[src/rtl/sr_ff_driver.sv]
// Request sequencer for an SR flip-flop: turns set/reset/toggle/hold requests into
// a legal S or R pulse, then checks q/qb feedback and reports done/err.
module sr_ff_driver #(
  parameter int PULSE_W = 1,
  parameter int TIMEOUT = 4,
  parameter int CW      = 4
) (
  input  logic       clk,
  input  logic       rst,
  input  logic       req_valid,
  input  logic [1:0] req_op,
  output logic       req_ready,
  output logic       s,
  output logic       r,
  input  logic       q,
  input  logic       qb,
  output logic       busy,
  output logic       done,
  output logic       err,
  output logic       q_exp
);

  localparam logic [1:0] IDLE  = 2'd0;
  localparam logic [1:0] DRIVE = 2'd1;
  localparam logic [1:0] WAIT  = 2'd2;
  localparam logic [1:0] RESP  = 2'd3;

  localparam logic [CW-1:0] PULSE_LAST   = CW'(PULSE_W - 1);
  localparam logic [CW-1:0] TIMEOUT_LAST = CW'(TIMEOUT - 1);

  logic [1:0]    state_q, state_d;
  logic [CW-1:0] cnt_q, cnt_d;
  logic          tgt_q, tgt_d;
  logic          s_q, s_d;
  logic          r_q, r_d;
  logic          done_q, done_d;
  logic          err_q, err_d;
  logic          qexp_q, qexp_d;
  logic          req_tgt;
  logic          match;

  always_comb begin
    case (req_op)
      2'b01:   req_tgt = 1'b0;
      2'b10:   req_tgt = 1'b1;
      2'b11:   req_tgt = ~qexp_q;
      default: req_tgt = qexp_q;
    endcase
  end

  // A stuck or shorted flip-flop (q==qb) can never satisfy this.
  assign match = (q == tgt_q) && (qb == ~tgt_q);

  always_comb begin
    state_d = state_q;
    cnt_d   = cnt_q;
    tgt_d   = tgt_q;
    s_d     = 1'b0;
    r_d     = 1'b0;
    done_d  = 1'b0;
    err_d   = 1'b0;
    qexp_d  = qexp_q;
    case (state_q)
      IDLE: begin
        if (req_valid) begin
          tgt_d = req_tgt;
          cnt_d = '0;
          if (req_tgt != qexp_q) begin
            state_d = DRIVE;
            s_d     = req_tgt;
            r_d     = ~req_tgt;
          end else begin
            state_d = WAIT;
          end
        end
      end
      DRIVE: begin
        if (cnt_q == PULSE_LAST) begin
          state_d = WAIT;
          cnt_d   = '0;
        end else begin
          cnt_d = cnt_q + CW'(1);
          s_d   = s_q;
          r_d   = r_q;
        end
      end
      WAIT: begin
        if (match) begin
          state_d = RESP;
          done_d  = 1'b1;
          qexp_d  = tgt_q;
        end else if (cnt_q == TIMEOUT_LAST) begin
          // Give up and resynchronise to whatever the flip-flop actually holds.
          state_d = RESP;
          done_d  = 1'b1;
          err_d   = 1'b1;
          qexp_d  = q;
        end else begin
          cnt_d = cnt_q + CW'(1);
        end
      end
      RESP: begin
        state_d = IDLE;
        cnt_d   = '0;
      end
      default: begin
        state_d = IDLE;
        cnt_d   = '0;
      end
    endcase
  end

  always_ff @(posedge clk or negedge rst) begin
    if (!rst) begin
      state_q <= IDLE;
      cnt_q   <= '0;
      tgt_q   <= 1'b0;
      s_q     <= 1'b0;
      r_q     <= 1'b0;
      done_q  <= 1'b0;
      err_q   <= 1'b0;
      qexp_q  <= 1'b0;
    end else begin
      state_q <= state_d;
      cnt_q   <= cnt_d;
      tgt_q   <= tgt_d;
      s_q     <= s_d;
      r_q     <= r_d;
      done_q  <= done_d;
      err_q   <= err_d;
      qexp_q  <= qexp_d;
    end
  end

  assign req_ready = (state_q == IDLE);
  assign busy      = (state_q != IDLE);
  assign s         = s_q;
  assign r         = r_q;
  assign done      = done_q;
  assign err       = err_q;
  assign q_exp     = qexp_q;

endmodule
[config.mk]
export PLATFORM = sky130hd
export DESIGN_NAME = sr_ff_driver
export DESIGN_NICKNAME = d
export VERILOG_FILES = /design/src/rtl/sr_ff_driver.sv
export SDC_FILE = /design/constraint.sdc
export NUM_CORES = 1
export LEC_CHECK = 0
export CAP_MARGIN = 10
export CORE_AREA = 2 2 39 41
export CTS_BUF_LIST = sky130_fd_sc_hd__clkbuf_8
export DETAILED_ROUTE_END_ITERATION = 8
export DIE_AREA = 0 0 41 43
export PLACE_DENSITY = 0.88
export SLEW_MARGIN = 10
export SYNTH_ARGS = -nofsm -noshare
export SYNTH_HDL_FRONTEND = slang
export SYNTH_SLANG_ARGS = --single-unit
[constraint.sdc]
create_clock -name clk -period 3.1 [get_ports clk]
set_clock_uncertainty 0.2 [all_clocks]
set_input_delay 0.465 -clock clk [delete_from_list [all_inputs] [get_ports clk]]
set_output_delay 0.465 -clock clk [all_outputs]
set_load 0.02 [all_outputs]
# Word-level counts from Yosys, hierarchy flattened
# Cells that the tools add are included.
dict set report classes {
  muxes 26
  addsub 1
  n_mul 0
  reduce_logical 9
  div_mod_pow 0
  shifts 0
  order_cmp 0
  bitwise_logic 3
  eq_ne 15
}
# op n
set ops {}
lappend ops {{2-to-1 mux 4 bit} 4}
lappend ops {{one-hot mux 4 bit (4 select lines)} 1}
lappend ops {{2-to-1 mux 1 bit} 12}
lappend ops {{2-to-1 mux 2 bit} 5}
lappend ops {{equality test 2 bit (second input constant)} 4}
lappend ops {{inequality test 2 bit (second input constant)} 4}
lappend ops {{one-hot mux 2 bit (4 select lines)} 1}
lappend ops {{AND reduction 3 bit} 2}
lappend ops {{adder 4 x 1 -> 4 bit (second input constant)} 1}
lappend ops {{equality test 2 x 1 -> 1 bit (second input constant)} 2}
lappend ops {{equality test 4 x 2 -> 1 bit (second input constant)} 1}
lappend ops {{logical NOT 4 bit} 1}
lappend ops {{one-hot mux 1 bit (2 select lines)} 2}
lappend ops {{AND reduction 2 bit} 2}
lappend ops {{nonzero test 2 bit} 2}
lappend ops {{inequality test 3 bit (second input constant)} 1}
lappend ops {{inverter 1 bit} 3}
lappend ops {{one-hot mux 1 bit (3 select lines)} 1}
lappend ops {{equality test 1 bit} 2}
lappend ops {{logical NOT 2 bit} 1}
lappend ops {{logical AND 1 bit} 1}
lappend ops {{inequality test 1 bit} 1}
dict set report word_totals {
  elab_cells 62
  register_bits 12
  input_bits 7
  romBits 0
  mem_count 0
  ramBits 0
  latchBits 0
}

# Depth between registers and ports, before layout
# Gate-level depths: netlist (run 1).
dict set report depth {
  word_depth 6
  ltp_mapped 6
  mapped_depth_nobuf 6
}

# Least setup slack after synthesis (run 1)
# Ideal clock, no wire load.
dict set report synth_path {
  kind {register -> register}
  startpoint {register cnt_q[0]}
  endpoint {register state_q[1]}
  stages_incl_launch_ff 6
  t_arrival_ns 1.653
  period_less_slack_ns 1.980
  path_buffers 0
  setup_slack_ns 1.120
  t_required_ns 2.772
  cell_sequence {dfrtp_1 > ha_1 > nor3b_2 > or3_1 > o211ai_1 > mux2_1}
}
dict set report synth_via {
  elab_chain_cells 3
  elab_cells_between_ends 5
}
# element line_no
set synth_rtl {}
lappend synth_rtl {{from (decl)} 32} ;# logic [CW-1:0] cnt_q, cnt_d;
lappend synth_rtl {{from (signal assigned)} 125} ;# cnt_q <= cnt_d;
lappend synth_rtl {{equality test 4 x 2 -> 1 bit or logical NOT 4 bit (tied branches)} {92, 78}}
lappend synth_rtl {{inequality test 3 bit (no line) or inequality test 2 bit (tied branches)} -}
lappend synth_rtl {{AND reduction 3 bit (no line) (*)} -}
lappend synth_rtl {{to (signal assigned)} 124} ;# state_q <= state_d;
lappend synth_rtl {{to (decl)} 31} ;# logic [1:0] state_q, state_d;
# Mark *: on every way between the ends. The rest lies on a longest branch, timed or not.
# A chain may end at the register's enable or synchronous reset.

# Worst setup path in the final report (run 1)
dict set report layout_path {
  startpoint {register state_q[0]}
  endpoint {output busy}
}
dict set report layout_via {
  elab_chain_cells 1
}
# element line_no
set layout_rtl {}
lappend layout_rtl {{nonzero test 2 bit} 136} ;# assign busy = (state_q != IDLE);
lappend layout_rtl {{to (decl)} 17} ;# output logic busy,
# Every way passes these cells.

==> impl_metrics.ini, run 1 <==
[cts]
cts_setup_buffers = 0
cts.sinks = 12
cts_buffers = 3
clockBufferDepth = 2
clock_latency_ns = 0.25
postCtsResizedCells = 0
cts_tree = done
hold_buffers = 0
path_clk_slew_ns = 0.05
cts_root_buf = clkbuf_8
htreeDepth = 1

[synth]
postSynthAreaPerCell_sq_um = 9.70
yosysWarnings = 0
ys_seq_area_frac = 0.424
syn_area_sq_um = 708
postSynthCellCount = 73
synth_seq_cells = 12
yosysTopAreaCell = dfrtp_1
syn_nets = 85
netlist_top_cells_area = dfrtp_1, ha_1, o21ai_0, inv_1, nand2b_1
yosysUniqueCellTypes = 26
yosys.area.top_type_share = 0.424

[timing]
fin_tns_setup_ns = 0
min_period_ns = 2.36
max_freq_mhz = 425
timing.final.crit_share = 0.760
rsz0062_at_grt = no
slew_headroom = 0.635
finalHoldViolCount = 0
slew_viol_final = 0
finalSetupViolations = 0
worst_pin_slew_ns = 0.546

[pwr]
leakage_nw = 0.436
powerDensity_nw_per_um2 = 867
power_mw = 0.792
ir_drop_mv = 0.516

[placed_design]
dp_hpwl_um = 1140
port_buffers = 13
placedCellCount = 102
placed_cell_area_sq_um = 858
gp_congestion = 0.751

[worst_hold_path]
min_path_type = reg -> reg
hold_depth = 2
worstHoldStart = tgt_q$_DFFE_PN0P_
holdPathEnd = tgt_q$_DFFE_PN0P_

[route]
first_pass_iters = 4
wl_um = 1530
ant_nets = 0
drc = 0
route.vias.total = 618
drt_iter0_markers = 21
via_per_inst = 5.83
wl_per_cell_um = 14.5

[critical_path]
r2r_end = state_q[1]$_DFFE_PN0P_
rr_startpoint = cnt_q[0]$_DFFE_PN0P_
cp.arrival_ns = 1.69
rr_worst_depth = 5
reg2reg_slack_ns = 0.96
crit_type = reg -> out
worstPathRequired_ns = 2.43
cp-startpoint = state_q[0]$_DFFE_PN0P_
start_kind = flip-flop
endpoint_kind = primary output
crit_fanout = 6

[grt]
grt_max_degree = 13
grt_pass1_vias = 611
overflow = 0
grt_pass1_wl_um = 2640
grt_use_total = 0.232
antenna_found_initial = 0

[floorplanning]
design.portCount = 14
fp-row-count = 14
dieArea_sq_um = 1760
die_w_um = 41
core_area_sq_um = 1380
die_y_um = 43
initial_core_util = 0.512

[layout]
fillers = 118
num_antenna_cells = 0
final_cells = 106
area_growth_pct = 29.0
final_area_sq_um = 913
fin_nets = 103
drive_gt1_frac = 0.100

[run]
max-cap-violations = 0

[status]
status = finished clean
sequential cells by signal, summed over array words and instances, names as in the netlist:
register,cells
state_q,2
r,1
s,1
tgt_q,1
q_exp,1
done,1
err,1
cnt_q,4
synth_stat cells (all sizes together):
| master | n |
|---|---|
| dfrtp | 12 |
| ha | 5 |
| and3b | 1 |
| o31ai | 4 |
| a41o | 2 |
| nor2 | 5 |
| inv | 8 |
| a21oi | 2 |
| a221o | 1 |
| and3 | 1 |
| o21ai | 8 |
| or3 | 1 |
| nand2b | 4 |
| nor4b | 1 |
| nand3 | 3 |
| nor4 | 1 |
| nor3b | 3 |
| nand2 | 4 |
| o211ai | 1 |
| nor3 | 2 |
| mux2 | 4 |
routing by layer:
metal / routed length, um / track usage / part of all wire
met2: 788 / 0.356 / 0.51
met5: 0 / 0 / 0
met4: 47 / 0.160 / 0.031
met1: 623 / 0.283 / 0.41
met3: 75 / 0.0314 / 0.049
logic make-up (layout without fill, tap and decap cells):
kind of cell | Yosys count | count (layout) | synth area share
compound gates | 18 | 18 | 0.173
buf+inv | 8 | 25 | 0.0424
fa+ha+maj | 5 | 5 | 0.0883
simple gates | 26 | 26 | 0.208
mux | 4 | 4 | 0.0636
flops | 12 | 12 | 0.424
worst max path at each step:
stage | end | depth (start not counted)
6_report | busy | 4
5_1_grt | busy | 4
4_1_cts | busy | 4
3_5_place_dp | state_q[1]$_DFFE_PN0P_ | 5
3_3_place_gp | state_q[1]$_DFFE_PN0P_ | 5
2_1_floorplan | state_q[1]$_DFFE_PN0P_ | 5
area by class of cell:
cell class	count	area, sq um	area share
inverter	8	30.0	0.0329
timing repair buffer	13	130	0.142
multi-input combinational	53	378	0.414
clock buffer	4	55.1	0.0603
tap	16	20.0	0.0219
sequential	12	300	0.329
through the flow:
stage	setup WS, ns	utilization	hold slack, ns
2_1_floorplan	1.12	-	-0.0306
3_3_place_gp	0.810	0.620	0.286
3_5_place_dp	0.719	0.620	0.294
4_1_cts	0.748	0.660	0.307
5_1_grt	0.651	0.660	0.332
6_report	0.745	0.660	0.301
critical path, stage by stage (launching register included):
cell and delay, ns:
dfrtp_1 0.34, inv_1 0.09, ha_1 0.28, inv_1 0.12, clkdlybuf4s50_1 0.61
power by group:
part | internal [mW] | total, mW | switching, mW
registers | 0.197 | 0.225 | 0.0285
clock network | 0.113 | 0.176 | 0.0632
logic | 0.169 | 0.392 | 0.223
layout by cell type (no fill, tap or decap):
master and n:
a41o_1 2, a21oi_1 2, nand3_1 3, and3b_1 1, ha_1 5, a221o_1 1, mux2_2 2, nor2_1 5
nand2_1 4, dfrtp_1 12, nand2b_1 4, o31ai_2 1, nor3b_2 1, mux2_1 2, nor3b_1 2, o211ai_1 1
clkdlybuf4s50_1 13, o21ai_0 6, inv_1 7, and3_1 1, inv_2 1, clkbuf_8 4, or3_1 1, o21ai_1 2
nor3_1 2, nor4_1 1, nor4b_1 1, o31ai_1 3
(Power assumes the default switching activity.)
==> run 2: changes to the inputs <==
--- a/config.mk
+++ b/config.mk
@@ -6,11 +6,11 @@
 export NUM_CORES = 1
 export LEC_CHECK = 0
 export CAP_MARGIN = 10
-export CORE_AREA = 2 2 39 41
+export CORE_MARGIN = 1
+export CORE_UTILIZATION = 47
 export CTS_BUF_LIST = sky130_fd_sc_hd__clkbuf_8
 export DETAILED_ROUTE_END_ITERATION = 8
-export DIE_AREA = 0 0 41 43
-export PLACE_DENSITY = 0.88
+export PLACE_DENSITY = 0.83
 export SLEW_MARGIN = 10
 export SYNTH_ARGS = -nofsm -noshare
 export SYNTH_HDL_FRONTEND = slang
==> constraint.sdc (replaced) <==
create_clock -name clk -period 1.95 [get_ports clk]
set_clock_uncertainty 0.2 [all_clocks]
set_input_delay 0.2925 -clock clk [delete_from_list [all_inputs] [get_ports clk]]
set_output_delay 0.2925 -clock clk [all_outputs]
set_load 0.02 [all_outputs]
==> run 2 against run 1 <==
Worst hold slack worse by 0.13 ns. Final area is 12% higher. Combinational power is 87% higher. Non-clock buffer count is 10 higher. Worst setup slack worse by 0.80 ns. The run now ends with setup timing left. Wire length is 8.7% higher. Sequential share of layout area is 3.5 points lower. Global-route usage is 1.1 points higher. Critical endpoint is now cnt_q[3]$_DFFE_PN0P_. Clock power is 57% higher. Largest power group unchanged.
==> impl_metrics.ini, run 2 (synthesis gave the netlist of run 1 again) <==
[timing]
min_period_ns = 2.00
rsz0062_at_grt = yes
slew_headroom = 0.641
max_freq_mhz = 499
setup_ws_ns = -0.0522
finalHoldViolCount = 0
timing.final.crit_share = 1.03
worst_pin_slew_ns = 0.537
finalSetupViolations = 2
slew_viol_final = 0
holdWs_ns = 0.168

[pwr]
ir_drop_mv = 0.828
seqPwrFrac = 0.263
leakage_nw = 0.494
intPower_mw = 0.839
powerDensity_nw_per_um2 = 1340
combPwrFrac = 0.535
clock_power_share = 0.202
p_sw_mw = 0.533
switching_share = 0.389

[cts]
clock_latency_ns = 0.24
cts_tree = done
cts_root_buf = clkbuf_8
hold_buffers = 0
cts.sinks = 12
cts_buffers = 3
clockBufferDepth = 2
path_clk_slew_ns = 0.06
htreeDepth = 1

[status]
violations = setup timing
status = finished with violations

[layout]
num_antenna_cells = 0
area_growth_pct = 44.2
mostFrequentLayoutCells = dfrtp_1, clkdlybuf4s50_1, buf_4, inv_1
largest_register = cnt_q
final_area_sq_um = 1020
final_common_cell = dfrtp_1
final_cells = 115
fin_nets = 113
top_regs = cnt_q (4), state_q (2)
fillers = 92
largest_register_ffs = 4
drive_gt1_frac = 0.250

[critical_path]
r2r_end = cnt_q[3]$_DFFE_PN0P_
worstPathRequired_ns = 1.86
rr_startpoint = cnt_q[1]$_DFFE_PN0P_
crit_type = in -> reg
endpoint_kind = flip-flop
start_kind = input port
cp.arrival_ns = 1.91
crit_fanout = 5
rr_worst_depth = 6
reg2reg_slack_ns = -0.03

[route]
wl_um = 1670
highest_layer = met4
via_per_inst = 5.73
route.vias.total = 659
drc = 0
drt_iter0_markers = 20
wl_met1_um = 724
wl_met3_um = 79
ant_nets = 0
first_pass_iters = 4
dr_wl_met2_um = 831
wl_per_cell_um = 14.5

[run]
max-cap-violations = 0

[worst_hold_path]
holdPathEnd = q_exp$_DFFE_PN0P_
hold_depth = 2
min_path_type = in -> reg
worstHoldStart = q

[placed_design]
port_buffers = 13
gp_congestion = 0.841
placedCellCount = 109
placed_cell_area_sq_um = 920
dp_hpwl_um = 1200

[floorplanning]
dieArea_sq_um = 1670
design.portCount = 14
fp-row-count = 13
die_y_um = 40.8
initial_core_util = 0.525
die_w_um = 40.8
core_area_sq_um = 1350

[grt]
antenna_found_initial = 0
grt_pass1_wl_um = 2470
grt_pass1_vias = 557
grt_use_total = 0.242
overflow = 0
grt_max_degree = 13
-- run 2: how the worst max path moves through the flow --
| stage | start | to | slack (ns) | depth (start not counted) |
|---|---|---|---|---|
| floorplan | cnt_q[0]$_DFFE_PN0P_ | state_q[1]$_DFFE_PN0P_ | 0.06 | 5 |
| global placement | q | state_q[1]$_DFFE_PN0P_ | -0.23 | 6 |
| detailed placement | q | state_q[1]$_DFFE_PN0P_ | -0.28 | 6 |
| CTS | q | state_q[1]$_DFFE_PN0P_ | 0.0002 | 6 |
| global route | qb | cnt_q[3]$_DFFE_PN0P_ | -0.1 | 7 |
| finish | qb | cnt_q[3]$_DFFE_PN0P_ | -0.05 | 7 |
-- run 2: repair_timing --
item,in CTS,in global routing
buffers inserted,1,2
endpoints found under the setup margin,4,7
pin swaps,1,3
resized for setup,4,7
gates cloned,0,0
-- run 2: final cells by class --
| class | count | area (sq um) | area share |
|---|---|---|---|
| repair buffers | 23 | 205 | 0.201 |
| inverters | 8 | 30.0 | 0.0294 |
| flip-flops and latches | 12 | 300 | 0.294 |
| clock buffers | 4 | 55.1 | 0.0539 |
| well taps | 15 | 18.8 | 0.0184 |
| multi-input cells | 53 | 412 | 0.403 |
-- run 2: power groups by stage --
| stage | Clock [mW] | Combinational (mW) | Sequential [mW] |
|---|---|---|---|
| 3_3_place_gp | 0 | 0.664 | 0.360 |
| 5_1_grt | 0.298 | 0.810 | 0.369 |
| 2_1_floorplan | 0 | 0.394 | 0.379 |
| 6_report | 0.277 | 0.734 | 0.360 |
| 3_5_place_dp | 0 | 0.684 | 0.365 |
| 4_1_cts | 0.280 | 0.702 | 0.358 |
-- run 2: metal layers --
layer,up-vias,track usage
li1,318,-
met1,311,0.288
met2,26,0.418
met3,4,0.0652
met4,0,0.0750
met5,-,0
-- run 2: through the flow --
stage	total power, mW	setup TNS, ns	util	setup WS, ns
detailed placement	1.05	-1.50	0.681	-0.283
global route	1.48	-0.121	0.756	-0.0970
global placement	1.02	-1.30	0.681	-0.227
CTS	1.34	0	0.736	0.000199
finish	1.37	-0.0625	0.756	-0.0522
floorplan	0.773	0	-	0.0559
-- run 2: critical path: stages --
cell             delay, ns
clkdlybuf4s50_1       0.46
and3b_1               0.20
buf_4                 0.15
o31ai_4               0.23
inv_2                 0.11
o31ai_1               0.35
o31ai_1               0.12
